## src/rtl/vga_timing.sv

```systemverilog
// vga_timing: raster counters, active-video window and sync pulses for a 640x480 display.
// Define VGA_SYNC_ALIGN_EN to delay hsync/vsync by two clk_0 cycles to line up with the renderer's registered RGB path.
module vga_timing #(
    parameter int h_video = 640,
    parameter int h_front = 16,
    parameter int h_sync  = 96,
    parameter int h_back  = 48,
    parameter int v_video = 480,
    parameter int v_front = 10,
    parameter int v_sync  = 2,
    parameter int v_back  = 33
) (
    input  logic       clk_0,
    input  logic       rst,
    output logic [9:0] pixel_x,
    output logic [9:0] pixel_y,
    output logic       video_on,
    output logic       hsync,
    output logic       vsync,
    output logic       frame_start,
    output logic       line_start
);
    localparam int H_TOTAL = h_video + h_front + h_sync + h_back;
    localparam int V_TOTAL = v_video + v_front + v_sync + v_back;

    localparam logic [9:0] H_LAST = 10'(H_TOTAL - 1);
    localparam logic [9:0] V_LAST = 10'(V_TOTAL - 1);
    localparam logic [9:0] H_ACT  = 10'(h_video);
    localparam logic [9:0] V_ACT  = 10'(v_video);
    localparam logic [9:0] HS_BEG = 10'(h_video + h_front);
    localparam logic [9:0] HS_END = 10'(h_video + h_front + h_sync);
    localparam logic [9:0] VS_BEG = 10'(v_video + v_front);
    localparam logic [9:0] VS_END = 10'(v_video + v_front + v_sync);

    logic [9:0] h_cnt, v_cnt;
    logic       h_last, v_last;
    logic       hs_raw, vs_raw;

    assign h_last = (h_cnt == H_LAST);
    assign v_last = (v_cnt == V_LAST);

    always_ff @(posedge clk_0) begin
        if (!rst) begin
            h_cnt <= '0;
            v_cnt <= '0;
        end else begin
            h_cnt <= h_last ? '0 : h_cnt + 10'd1;
            if (h_last)
                v_cnt <= v_last ? '0 : v_cnt + 10'd1;
        end
    end

    // Gating by rst keeps every output idle for the whole reset window, not only after its first edge.
    assign pixel_x     = rst ? h_cnt : '0;
    assign pixel_y     = rst ? v_cnt : '0;
    assign video_on    = rst & (h_cnt < H_ACT) & (v_cnt < V_ACT);
    assign line_start  = rst & (h_cnt == '0);
    assign frame_start = rst & (h_cnt == '0) & (v_cnt == '0);

    assign hs_raw = ~((h_cnt >= HS_BEG) & (h_cnt < HS_END));
    assign vs_raw = ~((v_cnt >= VS_BEG) & (v_cnt < VS_END));

`ifdef VGA_SYNC_ALIGN_EN
    logic [1:0] hs_pipe, vs_pipe;

    // Pipes reset to the idle level so no stale pulse escapes after release.
    always_ff @(posedge clk_0) begin
        if (!rst) begin
            hs_pipe <= '1;
            vs_pipe <= '1;
        end else begin
            hs_pipe <= {hs_pipe[0], hs_raw};
            vs_pipe <= {vs_pipe[0], vs_raw};
        end
    end

    assign hsync = ~rst | hs_pipe[1];
    assign vsync = ~rst | vs_pipe[1];
`else
    assign hsync = ~rst | hs_raw;
    assign vsync = ~rst | vs_raw;
`endif

endmodule

```

## config.mk

```make
export PLATFORM = sky130hd
export DESIGN_NAME = vga_timing
export DESIGN_NICKNAME = d
export VERILOG_FILES = /design/src/rtl/vga_timing.sv
export SDC_FILE = /design/constraint.sdc
export NUM_CORES = 1
export LEC_CHECK = 0
export ABC_CLOCK_PERIOD_IN_PS = 2000
export CORE_ASPECT_RATIO = 2
export CORE_MARGIN = 5
export CORE_UTILIZATION = 45
export DETAILED_ROUTE_END_ITERATION = 12
export PLACE_DENSITY = 0.75
export SLEW_MARGIN = 10
export SYNTH_ARGS = -nofsm -noshare
export SYNTH_HDL_FRONTEND = slang
export SYNTH_SLANG_ARGS = --single-unit
```

## constraint.sdc

```tcl
create_clock -name clk_0 -period 2 [get_ports clk_0]
set_input_delay 0.2 -clock clk_0 [delete_from_list [all_inputs] [get_ports clk_0]]
set_output_delay 0.2 -clock clk_0 [all_outputs]
set_load 0.02 [all_outputs]
```

# Word-level counts from Yosys, hierarchy flattened
# Index checks and enable logic that the tools add are counted.
# Widths: inputs -> output; s select.
[classes]
n_addsub = 2
order_cmp = 6
eq_ne = 2
n_mux = 3
bitwise_logic = 11
n_reduce_logical = 3
[op_table]
columns = ["cell", "n"]
rows = [
  ["$mux 10", 3],
  ["$add 10x1->10 const B", 2],
  ["$eq 10x10->1 const B", 2],
  ["$logic_not 10->1", 2],
  ["$lt 10x10->1 const B", 2],
  ["$lt 10x9->1 const B", 2],
  ["$ge 10x10->1 const B", 1],
  ["$ge 10x9->1 const B", 1],
  ["$and 1x1->1", 6],
  ["$not 1->1", 3],
  ["$or 1x1->1", 2],
  ["$reduce_or 2->1", 1],
]
[word_totals]
reg_bits = 20
input_bits = 2
out_inout_bits = 25

# Depth between registers and ports, before layout
[depth]
ltp_word = 4
depth_mapped = 6

# Least setup slack after synthesis
# No wires, ideal clock.
[synth_path]
path_type = "flip-flop to flip-flop"
startpoint = "register h_cnt[0]"
endpoint = "register v_cnt[6]"
arrival_ns = 1.902
t_required_ns = 1.932
path_slack_ns = 0.029
path_stages_with_launch = 7
path_buffers = 1
path_cell_list = "dfxtp_1 > ha_1 > nand4_1 > or3_4 > buf_6 > or4_4 > a21oi_2"
[synth_between]
elab_chain_len = 1
[synth_rtl]
columns = ["element", "line", "source"]
rows = [
  ["start, declared", "35", "logic [9:0] h_cnt, v_cnt;"],
  ["start signal, assigned", "47", "h_cnt <= h_last ? '0 : h_cnt + 10'd1;"],
  ["$eq 10x10->1", "39", "assign h_last = (h_cnt == H_LAST);"],
  ["end signal, assigned", "49", "v_cnt <= v_last ? '0 : v_cnt + 10'd1;"],
  ["end, declared", "35", ""],
]
# Every way passes these cells.
# A chain may end at the register's enable or synchronous reset.

# Worst setup path after layout
[layout_path]
startpoint = "input port rst"
endpoint = "output port video_on"
[layout_between]
elab_chain_len = 2
[layout_rtl]
columns = ["element", "line", "source"]
rows = [
  ["start, declared", "14", "input logic rst,"],
  ["$and 1x1->1 (2 in a row)", "56", "assign video_on = rst & (h_cnt < H_ACT) & (v_cnt < V_ACT);"],
  ["end, declared", "17", "output logic video_on,"],
]
# Every way passes these cells.

==> reports/qor.csv <==
stage,metric,value,unit
clock_tree,CTS H-tree depth,1,
outcome,outcome,"complete, no violations",
detailed_routing,DRT antenna net count,0,
synthesis,Synth area leader,dfxtp_1,
power_and_ir_drop,total power,731,uW
cells_and_area,post-layout util,63.4,%
cells_and_area,Final nets,194,
cells_and_area,FF/Latch Area,404,um2
critical_path,R2R setup slack,0.12,ns
clock_tree,Root Driver,clkbuf_8,
clock_tree,"Reg clk slew, reported paths",0.07,ns
flow_run,Max Cap Violations,0,
placed_design,Placer Congestion,0.905,
die,core area,2570,um2
clock_tree,total CTS buffers,3,
die,Die Span Y,83.5,um
synthesis,Synth area leaders,"dfxtp_1 33%, and2_1 11%, nor2_1 4.6%, xnor2_1 4.3%, ha_1 4.1%",
clock_tree,Sink Count,20,
detailed_routing,Via density,5.60,
cells_and_area,area of the multi-input gates,754,um2
critical_path,"Slowest-stage cell, CP",clkdlybuf4s50_1,
synthesis,mean post-synth cell area,8.22,um2
synthesis,Post-synth EDFFs,0,
sta,Worst Skew,0.00370,ns
detailed_routing,Remaining DRCs,0,
detailed_routing,Routed WL,3220,um
critical_path,Critical Path Most Common Cell,clkdlybuf4s50_1,
critical_path,nature of the critical path endpoint,output pin,
critical_path,crit path DAT,1.73,ns
placed_design,dpl hpwl,2500,um
cells_and_area,P&R area growth vs syn,34.0,%
critical_path,startpoint types,primary input,
synthesis,Mapped Area,1220,um2
cells_and_area,final std cells w/o fill,214,
grt,initial antenna violation count,0,
sta,setup TNS,0,ns
critical_path,"Max FO, Critical Path",22,
cells_and_area,Layout fillers,237,
detailed_routing,DRT iter0 DRCs,35,
sta,Final period util,96.7,%
sta,post-layout min period,1.93,ns
power_and_ir_drop,PD cells,449,nW/um2
power_and_ir_drop,register share of total power,56.1,%
power_and_ir_drop,VDD IR max,0.375,mV
die,die width,46.8,um
sta,"Slew Viols, Final",0,
detailed_routing,DR WL/cell,15.1,um
synthesis,post-synth top area share,32.9,%
synthesis,Synth Net Count,154,
grt,total grt overflow,0,
cells_and_area,Finished Cell Area,1630,um2
synthesis,main flop type after synthesis,dfxtp_1,
critical_path,family with the most delay on the worst path,buffers and inverters,
grt,largest net degree at the start of global routing,23,
placed_design,port buffer count,26,
critical_path,Worst EP required,1.80,ns
placed_design,placed cells,210,
sta,Slew @ Worst Pin,0.380,ns
clock_tree,worst skew pair latency,0.25,ns
critical_path,WS Path Type,in -> out,
synthesis,Yosys cell types,41,
power_and_ir_drop,Internal Power,567,uW
synthesis,sequential fraction of the synthesis area,32.9,%
detailed_routing,first-pass detailed-route iteration total,4,
sta,Final Hold Fails,0,
die,Die Area,3910,um2
placed_design,dpl ws,-0.187,ns
synthesis,register bit total from synthesis,20,
power_and_ir_drop,Net Sw Power,164,uW
min_path,worst min path class,reg -> reg,
power_and_ir_drop,clock share of power,35.0,%
synthesis,Ys Warns,0,
critical_path,Worst Path Buf+Inv,3,
power_and_ir_drop,Leakage,0.605,nW
grt,GRT Util Overall,17.7,%
sta,Worst slew margin,74.4,%
sta,Final setup viols,0,
clock_tree,Hold Buf Count CTS,0,
grt,first-pass GRT wire length,5330,um
clock_tree,CTS max path bufs,2,
sta,setup ws final,0.0661,ns
detailed_routing,via count,1199,
sta,fmax,517,MHz
critical_path,CP max stage delay,0.60,ns
synthesis,Syn Inst Count,148,
die,Initial Utilization,47.3,%
cells_and_area,share of cells above drive strength 1,17.7,%
synthesis,asr flop ratio synth,0,%
power_and_ir_drop,Gate power share,8.9,%
placed_design,placed inst area,1580,um2
die,I/O pins,27,
clock_tree,CTS tree,yes,
critical_path,"critical path, cell by cell",clkdlybuf4s50_1 > buf_6 > and4b_1 > clkdlybuf4s50_1,
die,Cell Rows,26,
power_and_ir_drop,switching share of power,22.5,%
sta,Hold Slack,0.460,ns
grt,number of global-route vias before repair,1225,
cells_and_area,ANT cells,0,
sequential cells by signal, indices dropped and copies added (netlist names):
signal,cells
v_cnt,10
h_cnt,10
what timing repair did:
item | CTS | global route
endpoints found under the setup margin | 4 | 13
gates resized for setup | 4 | 10
setup buffers | 0 | 1
pin swaps | 0 | 0
final cells by class:
cell class                      instances  area share [%]
Sequential cell                        20            24.8
Multi-Input combinational cell        115            46.3
Tap cell                               28            2.15
Inverter                                6            1.38
Clock buffer                            3            2.53
Timing Repair Buffer                   42            22.8
worst register-to-register path, cell delays in order, from the launching register on:
cell	delay (ns)
dfxtp_1	0.38
ha_1	0.20
nand4_1	0.15
or3_4	0.43
or4_4	0.52
a21oi_2	0.14
layer usage:
layer | GRT usage, % | vias up | wire [um]
met5 | 0 | - | 0
met4 | 7.81 | 0 | 78
met3 | 1.94 | 10 | 155
met2 | 30.9 | 45 | 1800
met1 | 19.8 | 551 | 1190
li1 | - | 593 | -
cells in the mapped netlist (all sizes together), types with 4 or more instances:
cell	n
ha	4
nand4	7
inv	6
nor2	15
nand3	5
xnor2	6
and2	22
clkbuf	4
dfxtp	20
or3	4
xor2	5
nand2	8
nor4	4
o21ai	5
a21oi	4
final timing paths:
check,from,to,depth (start not counted)
setup reg to reg,h_cnt[1]$_SDFF_PP0_,v_cnt[6]$_SDFFE_PN0P_,5
setup / recovery,rst,video_on,4
hold reg to reg,h_cnt[0]$_SDFF_PP0_,h_cnt[0]$_SDFF_PP0_,1
hold / removal,h_cnt[0]$_SDFF_PP0_,h_cnt[0]$_SDFF_PP0_,1
power groups by stage:
stage	Sequential (mW)	Combinational [mW]	Clock, mW
3_5_place_dp	0.419	0.0684	0
3_3_place_gp	0.419	0.0664	0
2_1_floorplan	0.418	0.0373	0
4_1_cts	0.410	0.0656	0.260
5_1_grt	0.411	0.0709	0.280
6_report	0.410	0.0652	0.256
logic make-up (layout without fill, tap and decap cells):
| group | Yosys count | in the layout | synth area share (%) |
|---|---|---|---|
| and+or+nand+nor | 85 | 85 | 41.4 |
| DFF | 20 | 20 | 32.9 |
| AOI/OAI and AO/OA | 14 | 14 | 7.51 |
| buffers and inverters | 13 | 51 | 5.35 |
| xor gates and xnor gates | 11 | 11 | 7.92 |
| adders and majority gates | 4 | 4 | 4.12 |
| muxes | 1 | 1 | 0.823 |
cells in the final DEF, fill, tap and decap left out, drive strengths merged, types with 6 or more instances in the layout:
master	n
inv	6
nand2	8
xnor2	6
dfxtp	20
nand4	7
and2	22
nor2	15
buf	16
clkdlybuf4s50	22
Note: power is estimated with default switching activity, not from simulation.
